$ cat src/rtl/sprite_reg_bank_pkg.sv
// Shared definitions for the sprite register bank.
// Holds the per-sprite field offsets, the global-entry offsets that follow
// the sprite block, the status-page indices and the function that locates
// the global entries for a given sprite count.
package sprite_pkg;

    // Field offsets inside one 4-entry sprite slot
    localparam int POS_X = 0;
    localparam int POS_Y = 1;
    localparam int ROT   = 2;
    localparam int ATTR  = 3;

    // Offsets of the global entries relative to glob_base()
    localparam int GLB_MAP_X = 0;
    localparam int GLB_MAP_Y = 1;
    localparam int GLB_CTRL  = 2;

    // Status-page indices
    localparam int ST_MAP   = 0;
    localparam int ST_ROT   = 1;
    localparam int ST_FRAME = 2;
    localparam int ST_PEND  = 3;

    // First global entry sits right after the last sprite slot
    function automatic int glob_base(input int num_sprites);
        return 4 * num_sprites;
    endfunction

endpackage

$ cat src/rtl/sprite_reg_bank_if.sv
// CPU register bus for the sprite register bank.
// Signals: reg_addr (address, top bit = status page), in (write data),
// we (write strobe), out (combinational read data).
// Modports: master drives the bus (CPU/testbench), slave is the bank.
interface sprite_reg_bank_if #(
    parameter int ADDR_W = 6,
    parameter int DATA_W = 8
);
    logic [ADDR_W-1:0] reg_addr;
    logic [DATA_W-1:0] in;
    logic              we;
    logic [DATA_W-1:0] out;

    modport master (output reg_addr, output in, output we, input out);
    modport slave  (input reg_addr, input in, input we, output out);
endinterface

$ cat src/rtl/sprite_reg_bank_frame_ctr.sv
// sprite_frame_ctr: frame counter plus vsync-gated commit pulse.
// Ports: clk, reset_n (async active-low), vsync (frame pulse),
// work_done (CPU finished the frame), frame_cnt (wrapping vsync count),
// commit (one-cycle pulse the cycle after a vsync that saw work_done=1).
module sprite_frame_ctr #(
    parameter int DATA_W = 8
) (
    input  logic              clk,
    input  logic              reset_n,
    input  logic              vsync,
    input  logic              work_done,
    output logic [DATA_W-1:0] frame_cnt,
    output logic              commit
);

    logic [DATA_W-1:0] frame_cnt_r;
    logic              commit_r;

    // Count frames (natural wrap) and register the commit decision
    always_ff @(posedge clk or negedge reset_n) begin
        if (!reset_n) begin
            frame_cnt_r <= {DATA_W{1'b0}};
            commit_r    <= 1'b0;
        end else begin
            if (vsync) begin
                frame_cnt_r <= frame_cnt_r + {{(DATA_W-1){1'b0}}, 1'b1};
            end else begin
                frame_cnt_r <= frame_cnt_r;
            end
            commit_r <= vsync & work_done;
        end
    end

    assign frame_cnt = frame_cnt_r;
    assign commit    = commit_r;

endmodule

$ cat src/rtl/sprite_reg_bank.sv
// sprite_reg_bank: CPU-written sprite/map register bank feeding a renderer.
// Ports: clk, reset_n (async active-low), bus (sprite_reg_bank_if.slave:
// reg_addr/in/we/out), vsync, map_data, player_rot, live_regs (flattened
// renderer view, entry i at [i*DATA_W +: DATA_W]), commit (update pulse).
// Configuration: define SPRITE_DBLBUF_EN for a shadow/live double buffer
// swapped on vsync; otherwise the renderer sees the shadow copy directly.
module sprite_reg_bank
    import sprite_pkg::*;
#(
    parameter int NUM_SPRITES = 5,
    parameter int DATA_W      = 8,
    parameter int ADDR_W      = 6
) (
    input  logic                                  clk,
    input  logic                                  reset_n,
    sprite_reg_bank_if.slave                      bus,
    input  logic                                  vsync,
    input  logic                                  map_data,
    input  logic [1:0]                            player_rot,
    output logic [(4*NUM_SPRITES+2)*DATA_W-1:0]   live_regs,
    output logic                                  commit
);

    localparam int NUM_ENT = glob_base(NUM_SPRITES) + 2;
    localparam int IW      = ADDR_W - 1;
    localparam logic [IW-1:0] ENT_LIM = IW'(NUM_ENT);
    localparam logic [IW-1:0] CTRL_A  = IW'(glob_base(NUM_SPRITES) + GLB_CTRL);

    logic [DATA_W-1:0] shadow_r [NUM_ENT];
    logic              work_done_r;
    logic [DATA_W-1:0] frame_cnt_s;
    logic              page_s;
    logic [IW-1:0]     idx_s;
    logic              wr_ent_s;
    logic              wr_ctrl_s;
    logic              commit_now_s;

    assign page_s       = bus.reg_addr[ADDR_W-1];
    assign idx_s        = bus.reg_addr[IW-1:0];
    assign wr_ent_s     = bus.we & ~page_s & (idx_s < ENT_LIM);
    assign wr_ctrl_s    = bus.we & ~page_s & (idx_s == CTRL_A);
    assign commit_now_s = vsync & work_done_r;

    // Shadow copy: CPU writes land here on the same edge
    always_ff @(posedge clk or negedge reset_n) begin
        if (!reset_n) begin
            for (int i = 0; i < NUM_ENT; i++) begin
                shadow_r[i] <= {DATA_W{1'b0}};
            end
        end else if (wr_ent_s) begin
            shadow_r[idx_s] <= bus.in;
        end else begin
            shadow_r <= shadow_r;
        end
    end

    // work_done: a committing vsync clears it even if ctrl is written that cycle
    always_ff @(posedge clk or negedge reset_n) begin
        if (!reset_n) begin
            work_done_r <= 1'b0;
        end else if (commit_now_s) begin
            work_done_r <= 1'b0;
        end else if (wr_ctrl_s) begin
            work_done_r <= bus.in[0];
        end else begin
            work_done_r <= work_done_r;
        end
    end

    sprite_frame_ctr #(
        .DATA_W (DATA_W)
    ) u_frame_ctr (
        .clk       (clk),
        .reset_n   (reset_n),
        .vsync     (vsync),
        .work_done (work_done_r),
        .frame_cnt (frame_cnt_s),
        .commit    (commit)
    );

`ifdef SPRITE_DBLBUF_EN
    logic [DATA_W-1:0] live_r [NUM_ENT];

    // Live copy: loads the pre-edge shadow values on a committing vsync
    always_ff @(posedge clk or negedge reset_n) begin
        if (!reset_n) begin
            for (int i = 0; i < NUM_ENT; i++) begin
                live_r[i] <= {DATA_W{1'b0}};
            end
        end else if (commit_now_s) begin
            live_r <= shadow_r;
        end else begin
            live_r <= live_r;
        end
    end

    for (genvar g = 0; g < NUM_ENT; g++) begin : g_live
        assign live_regs[g*DATA_W +: DATA_W] = live_r[g];
    end
`else
    for (genvar g = 0; g < NUM_ENT; g++) begin : g_live
        assign live_regs[g*DATA_W +: DATA_W] = shadow_r[g];
    end
`endif

    // CPU read mux: shadow/ctrl on the regular page, live status on the other
    always_comb begin
        bus.out = {DATA_W{1'b0}};
        if (!page_s) begin
            if (idx_s < ENT_LIM) begin
                bus.out = shadow_r[idx_s];
            end else if (idx_s == CTRL_A) begin
                bus.out = {{(DATA_W-1){1'b0}}, work_done_r};
            end else begin
                bus.out = {DATA_W{1'b0}};
            end
        end else begin
            case (idx_s)
                IW'(ST_MAP):   bus.out = {{(DATA_W-1){1'b0}}, map_data};
                IW'(ST_ROT):   bus.out = {{(DATA_W-2){1'b0}}, player_rot};
                IW'(ST_FRAME): bus.out = frame_cnt_s;
                IW'(ST_PEND):  bus.out = {{(DATA_W-1){1'b0}}, work_done_r};
                default:       bus.out = {DATA_W{1'b0}};
            endcase
        end
    end

endmodule

$ cat src/flat_wrapper.sv
// flat-port wrapper written by rule: the top's interface ports become plain ports
module sprite_reg_bank_flat import sprite_pkg::*;
#(
    parameter int NUM_SPRITES = 5,
    parameter int DATA_W      = 8,
    parameter int ADDR_W      = 6
)
  (clk, reset_n, vsync, map_data, player_rot, live_regs, commit, bus_reg_addr, bus_in, bus_we, bus_out);
  sprite_reg_bank_if #(.ADDR_W(ADDR_W), .DATA_W(DATA_W)) bus_i ();
  input  logic clk;
  input  logic reset_n;
  input  logic vsync;
  input  logic map_data;
  input  logic [1:0] player_rot;
  output logic [(4*NUM_SPRITES+2)*DATA_W-1:0] live_regs;
  output logic commit;
  input wire logic [$bits(bus_i.reg_addr)-1:0] bus_reg_addr;
  input wire logic [$bits(bus_i.in)-1:0] bus_in;
  input wire logic [$bits(bus_i.we)-1:0] bus_we;
  output wire logic [$bits(bus_i.out)-1:0] bus_out;
  assign bus_i.reg_addr = bus_reg_addr;
  assign bus_i.in = bus_in;
  assign bus_i.we = bus_we;
  assign bus_out = bus_i.out;
  sprite_reg_bank #(.NUM_SPRITES(NUM_SPRITES), .DATA_W(DATA_W), .ADDR_W(ADDR_W)) u_core (.clk(clk), .reset_n(reset_n), .bus(bus_i), .vsync(vsync), .map_data(map_data), .player_rot(player_rot), .live_regs(live_regs), .commit(commit));
endmodule
$ cat config.mk
export PLATFORM = sky130hd
export DESIGN_NAME = sprite_reg_bank_flat
export DESIGN_NICKNAME = d
export VERILOG_FILES = /design/src/rtl/sprite_reg_bank_pkg.sv /design/src/rtl/sprite_reg_bank_if.sv /design/src/rtl/sprite_reg_bank_frame_ctr.sv /design/src/rtl/sprite_reg_bank.sv /design/src/flat_wrapper.sv
export SDC_FILE = /design/constraint.sdc
export NUM_CORES = 1
export LEC_CHECK = 0
export CAP_MARGIN = 10
export CORE_ASPECT_RATIO = 1.75
export CORE_UTILIZATION = 36
export CTS_CLUSTER_DIAMETER = 30
export DETAILED_ROUTE_END_ITERATION = 6
export SLEW_MARGIN = 10
export SYNTH_ARGS = -nofsm -noshare
export SYNTH_HDL_FRONTEND = slang
export SYNTH_HIERARCHICAL = 1
export SYNTH_SLANG_ARGS = --single-unit
export TNS_END_PERCENT = 5
$ cat constraint.sdc
create_clock -name clk -period 2.6 [get_ports clk]
set_clock_uncertainty 0.2 [all_clocks]
set_input_delay 0.52 -clock clk [delete_from_list [all_inputs] [get_ports clk]]
set_output_delay 0.52 -clock clk [all_outputs]
set_load 0.05 [all_outputs]
==> results of run 1 <==
## report_power, final
group / switching (mW) / internal [mW]
Clock: 1.12 / 1.59
Sequential: 0.352 / 3.25
Combinational: 1.76 / 1.15
Total: 3.23 / 6.00
## how the worst min path moves through the flow
stage / from / end / slack (ps) / depth (start not counted)
2_1_floorplan: reset_n / u_core/live_regs[0] / 20 / 0
3_3_place_gp: reset_n / u_core/live_regs[101] / 170 / 1
3_5_place_dp: reset_n / u_core/live_regs[101] / 170 / 1
4_1_cts: reset_n / u_core/live_regs[101] / 280 / 2
5_1_grt: reset_n / u_core/live_regs[101] / 290 / 2
6_report: reset_n / u_core/live_regs[101] / 290 / 2
## repair_timing
action                     CTS  global route
gates cloned                 2             0
gates resized for setup     25             7
hold endpoints to repair    14             0
setup endpoints to repair    8             8
hold buffers                 1             0
pin swaps                   11             6
setup buffers               11             2
## metal layers
layer	wire length [um]	global-route usage
met5	0	0
met4	866	0.0911
met3	1320	0.0393
met2	16700	0.461
met1	10400	0.265
## logic make-up after synthesis
logic type / Yosys count / share of synthesized area
simple gates: 73 / 0.0442
xor+xnor: 7 / 0.00696
compound gates: 47 / 0.0452
mux: 236 / 0.351
flops: 186 / 0.529
buf+inv: 42 / 0.0223
fa+ha+maj: 1 / 0.00142
## cell type report
| cell class | instances | area (um2) |
|---|---|---|
| inverter | 3 | 11.3 |
| clock buffer | 22 | 474 |
| sequential | 186 | 4650 |
| tap | 308 | 385 |
| timing repair buffer | 310 | 3260 |
| fill | 2083 | 11000 |
| multi-input combinational | 364 | 4110 |
| clock inverter | 9 | 136 |
## critical path, delay by kind of cell
family | cells | cell delay, ps
buffers and inverters | 4 | 580
AOI/OAI and AO/OA | 2 | 200
muxes | 2 | 890
## registers in the layout, summed over array words and instances, names as in the netlist
name                          cells
u_core/live_regs                176
u_core/work_done_r                1
u_core/u_frame_ctr/commit         1
u_core/u_frame_ctr/frame_cnt      8
## layout by cell type, fill, tap and decap left out, types with 2 or more instances in the layout
cell type / Yosys / routed
clkdlybuf4s50_1: 0 / 192
buf_12: 0 / 31
nor2b_1: 5 / 5
clkbuf_1: 22 / 2
clkbuf_8: 0 / 3
clkbuf_16: 0 / 17
and3_1: 4 / 4
nand4_1: 4 / 4
mux2_1: 2 / 2
a21oi_2: 0 / 6
o21ai_0: 11 / 3
bufinv_16: 0 / 3
and2_1: 2 / 2
mux2i_1: 4 / 4
o2111ai_4: 2 / 2
buf_6: 3 / 5
mux2_4: 0 / 6
inv_6: 0 / 3
a221o_1: 12 / 12
a21oi_1: 10 / 3
inv_1: 2 / 2
mux2_2: 191 / 185
mux4_2: 39 / 39
nor2_1: 7 / 7
nand3_1: 6 / 6
dlygate4sd2_1: 0 / 2
nor2_2: 15 / 15
nand2_1: 22 / 21
buf_4: 0 / 76
nand2b_1: 2 / 2
a221oi_2: 0 / 3
nor3b_1: 2 / 2
o21ai_4: 0 / 6
dfrtp_1: 186 / 186
clkinvlp_4: 0 / 2
xor2_1: 4 / 4
xnor2_1: 3 / 3
o2bb2ai_1: 2 / 2
buf_16: 0 / 2
## through the flow
| step | hold slack [ps] | power, mW | std cells |
|---|---|---|---|
| 2_1_floorplan | 24.4 | 5.33 | 592 |
| 3_3_place_gp | 167 | 6.48 | 1160 |
| 3_5_place_dp | 171 | 6.53 | 1160 |
| 4_1_cts | 278 | 9.31 | 1204 |
| 5_1_grt | 291 | 9.55 | 1202 |
| 6_report | 286 | 9.23 | 1202 |
## synth_stat cells (2+ instances only)
cell / instances
buf_2: 13
and3_1: 4
nor3b_1: 2
nand3_1: 6
clkbuf_1: 22
nor2_1: 7
dfrtp_1: 186
mux2_2: 191
mux2_1: 2
a221o_1: 12
nand2_1: 22
and2_1: 2
o21ai_0: 11
nand4_1: 4
a21oi_1: 10
o2111ai_4: 2
buf_6: 3
mux4_2: 39
nor2_2: 15
mux2i_1: 4
nand2b_1: 2
o2bb2ai_1: 2
xnor2_1: 3
a21o_1: 2
nor2b_1: 5
a221oi_1: 3
xor2_1: 4
inv_1: 2
==> flow_summary.json, run 1 <==
{
  "cp.required_ps": 1880,
  "synth_area_leaders": "dfrtp_1, mux2_2, mux4_2, a221o_1, nor2_2",
  "finalInstanceArea_mm2": 0.0130,
  "cp.arrival_ps": 2200,
  "violations": "negative setup slack",
  "min_period_over_period": 1.12,
  "synthCells": 592,
  "drc": 0,
  "path_class": "in -> out",
  "fmax_ghz": 0.342,
  "yosysTopAreaCellShare": 0.529,
  "tns_ps": -2200,
  "ir_worst_vdd_v": 0.000501,
  "leakagePower_nw": 5.78,
  "dr.first_iter.drc_count": 287,
  "cp_max_fo": 8,
  "crit_chain": "buf_16, buf_12, mux4_2, mux2_4, a21oi_2, buf_4, o21ai_4, buf_12",
  "rr_worst_depth": 4,
  "core_region_area_mm2": 0.0240,
  "reg2reg_slack_ps": 1130,
  "grt_use_total": 0.243,
  "nNetsFinal": 904,
  "die_x_um": 120,
  "async_reset_ff_frac": 1.00,
  "antenna_found_initial": 0,
  "critPathMostFrequentCell": "buf_12",
  "start_kind": "primary input",
  "die_height_um": 209,
  "synth_area_mm2": 0.00880,
  "finalWorstSetupSlack_ps": -321,
  "grt_pass1_vias": 7099,
  "tightest_slew_ps": 639,
  "rows": 75,
  "grt_overflow": 0,
  "syn2layout_area_growth_pct": 48.0,
  "crit_path_top_delay_cell": "mux4_2",
  "outcome": "complete, but fails checks",
  "wirelength_um": 29300,
  "die_area_mm2": 0.0251,
  "grt_pass1_wl_um": 44400,
  "via_count": 6343,
  "num_io_pins": 206,
  "startpoint": "bus_reg_addr[0]",
  "portBuffers": 205,
  "grt_max_degree": 80,
  "fin_util": 0.542,
  "cts_tree": "yes",
  "place_area_mm2": 0.0122,
  "syn_avg_cell_area_um2": 14.9,
  "gp_congestion": 0.899,
  "hold_viol": 0,
  "clock_sinks": 186,
  "synth_edf_count": 0,
  "cpPeakStageDelay_ps": 560,
  "diodes": 0,
  "maxSlewHeadroom": 0.573,
  "synth.distinct_cells": 40,
  "ys.flop_type": "dfrtp_1",
  "ys_ff_latch": 186,
  "endpoint_kind": "output port",
  "first_pass_iters": 4,
  "yosysTopAreaCell": "dfrtp_1",
  "path_clk_slew_ps": 70,
  "clk-insertion-delay-late_ps": 430,
  "clockBufferDepth": 2,
  "cap_violations": 0,
  "viasPerCell": 5.28,
  "cts_buffers": 17,
  "drive_above_1_share": 0.466,
  "r2r-start": "u_core/u_frame_ctr/frame_cnt[0]",
  "place_hpwl_um": 22400,
  "cellPowerDensity_mw_per_mm2": 709,
  "endpoint": "bus_out[4]",
  "antenna_left": 0,
  "cts_htree_levels": 4,
  "synth_nets": 614,
  "drv_slew": 0,
  "initial_core_util": 0.366,
  "ys_seq_area_frac": 0.529,
  "dp_slack_ps": -606,
  "rsz0062_at_grt": "true",
  "clock-root-buffer": "clkbuf_16",
  "finalSetupViolCount": 8,
  "routedWlPerCell_um": 24.4,
  "min_period_ps": 2920,
  "hold_class": "in -> async",
  "rr_endpoint": "u_core/u_frame_ctr/frame_cnt[6]",
  "yosys_warnings": 6
}
Power figures use the tool's default switching activity.
==> inputs of run 2 (changes only) <==
--- a/config.mk
+++ b/config.mk
@@ -9,6 +9,7 @@
 export CORE_ASPECT_RATIO = 1.75
 export CORE_UTILIZATION = 36
 export CTS_CLUSTER_DIAMETER = 30
+export CTS_CLUSTER_SIZE = 12
 export DETAILED_ROUTE_END_ITERATION = 6
 export SLEW_MARGIN = 10
 export SYNTH_ARGS = -nofsm -noshare
==> results of run 2 <==
The final DEF is identical to that of run 1; final timing and power are the same.
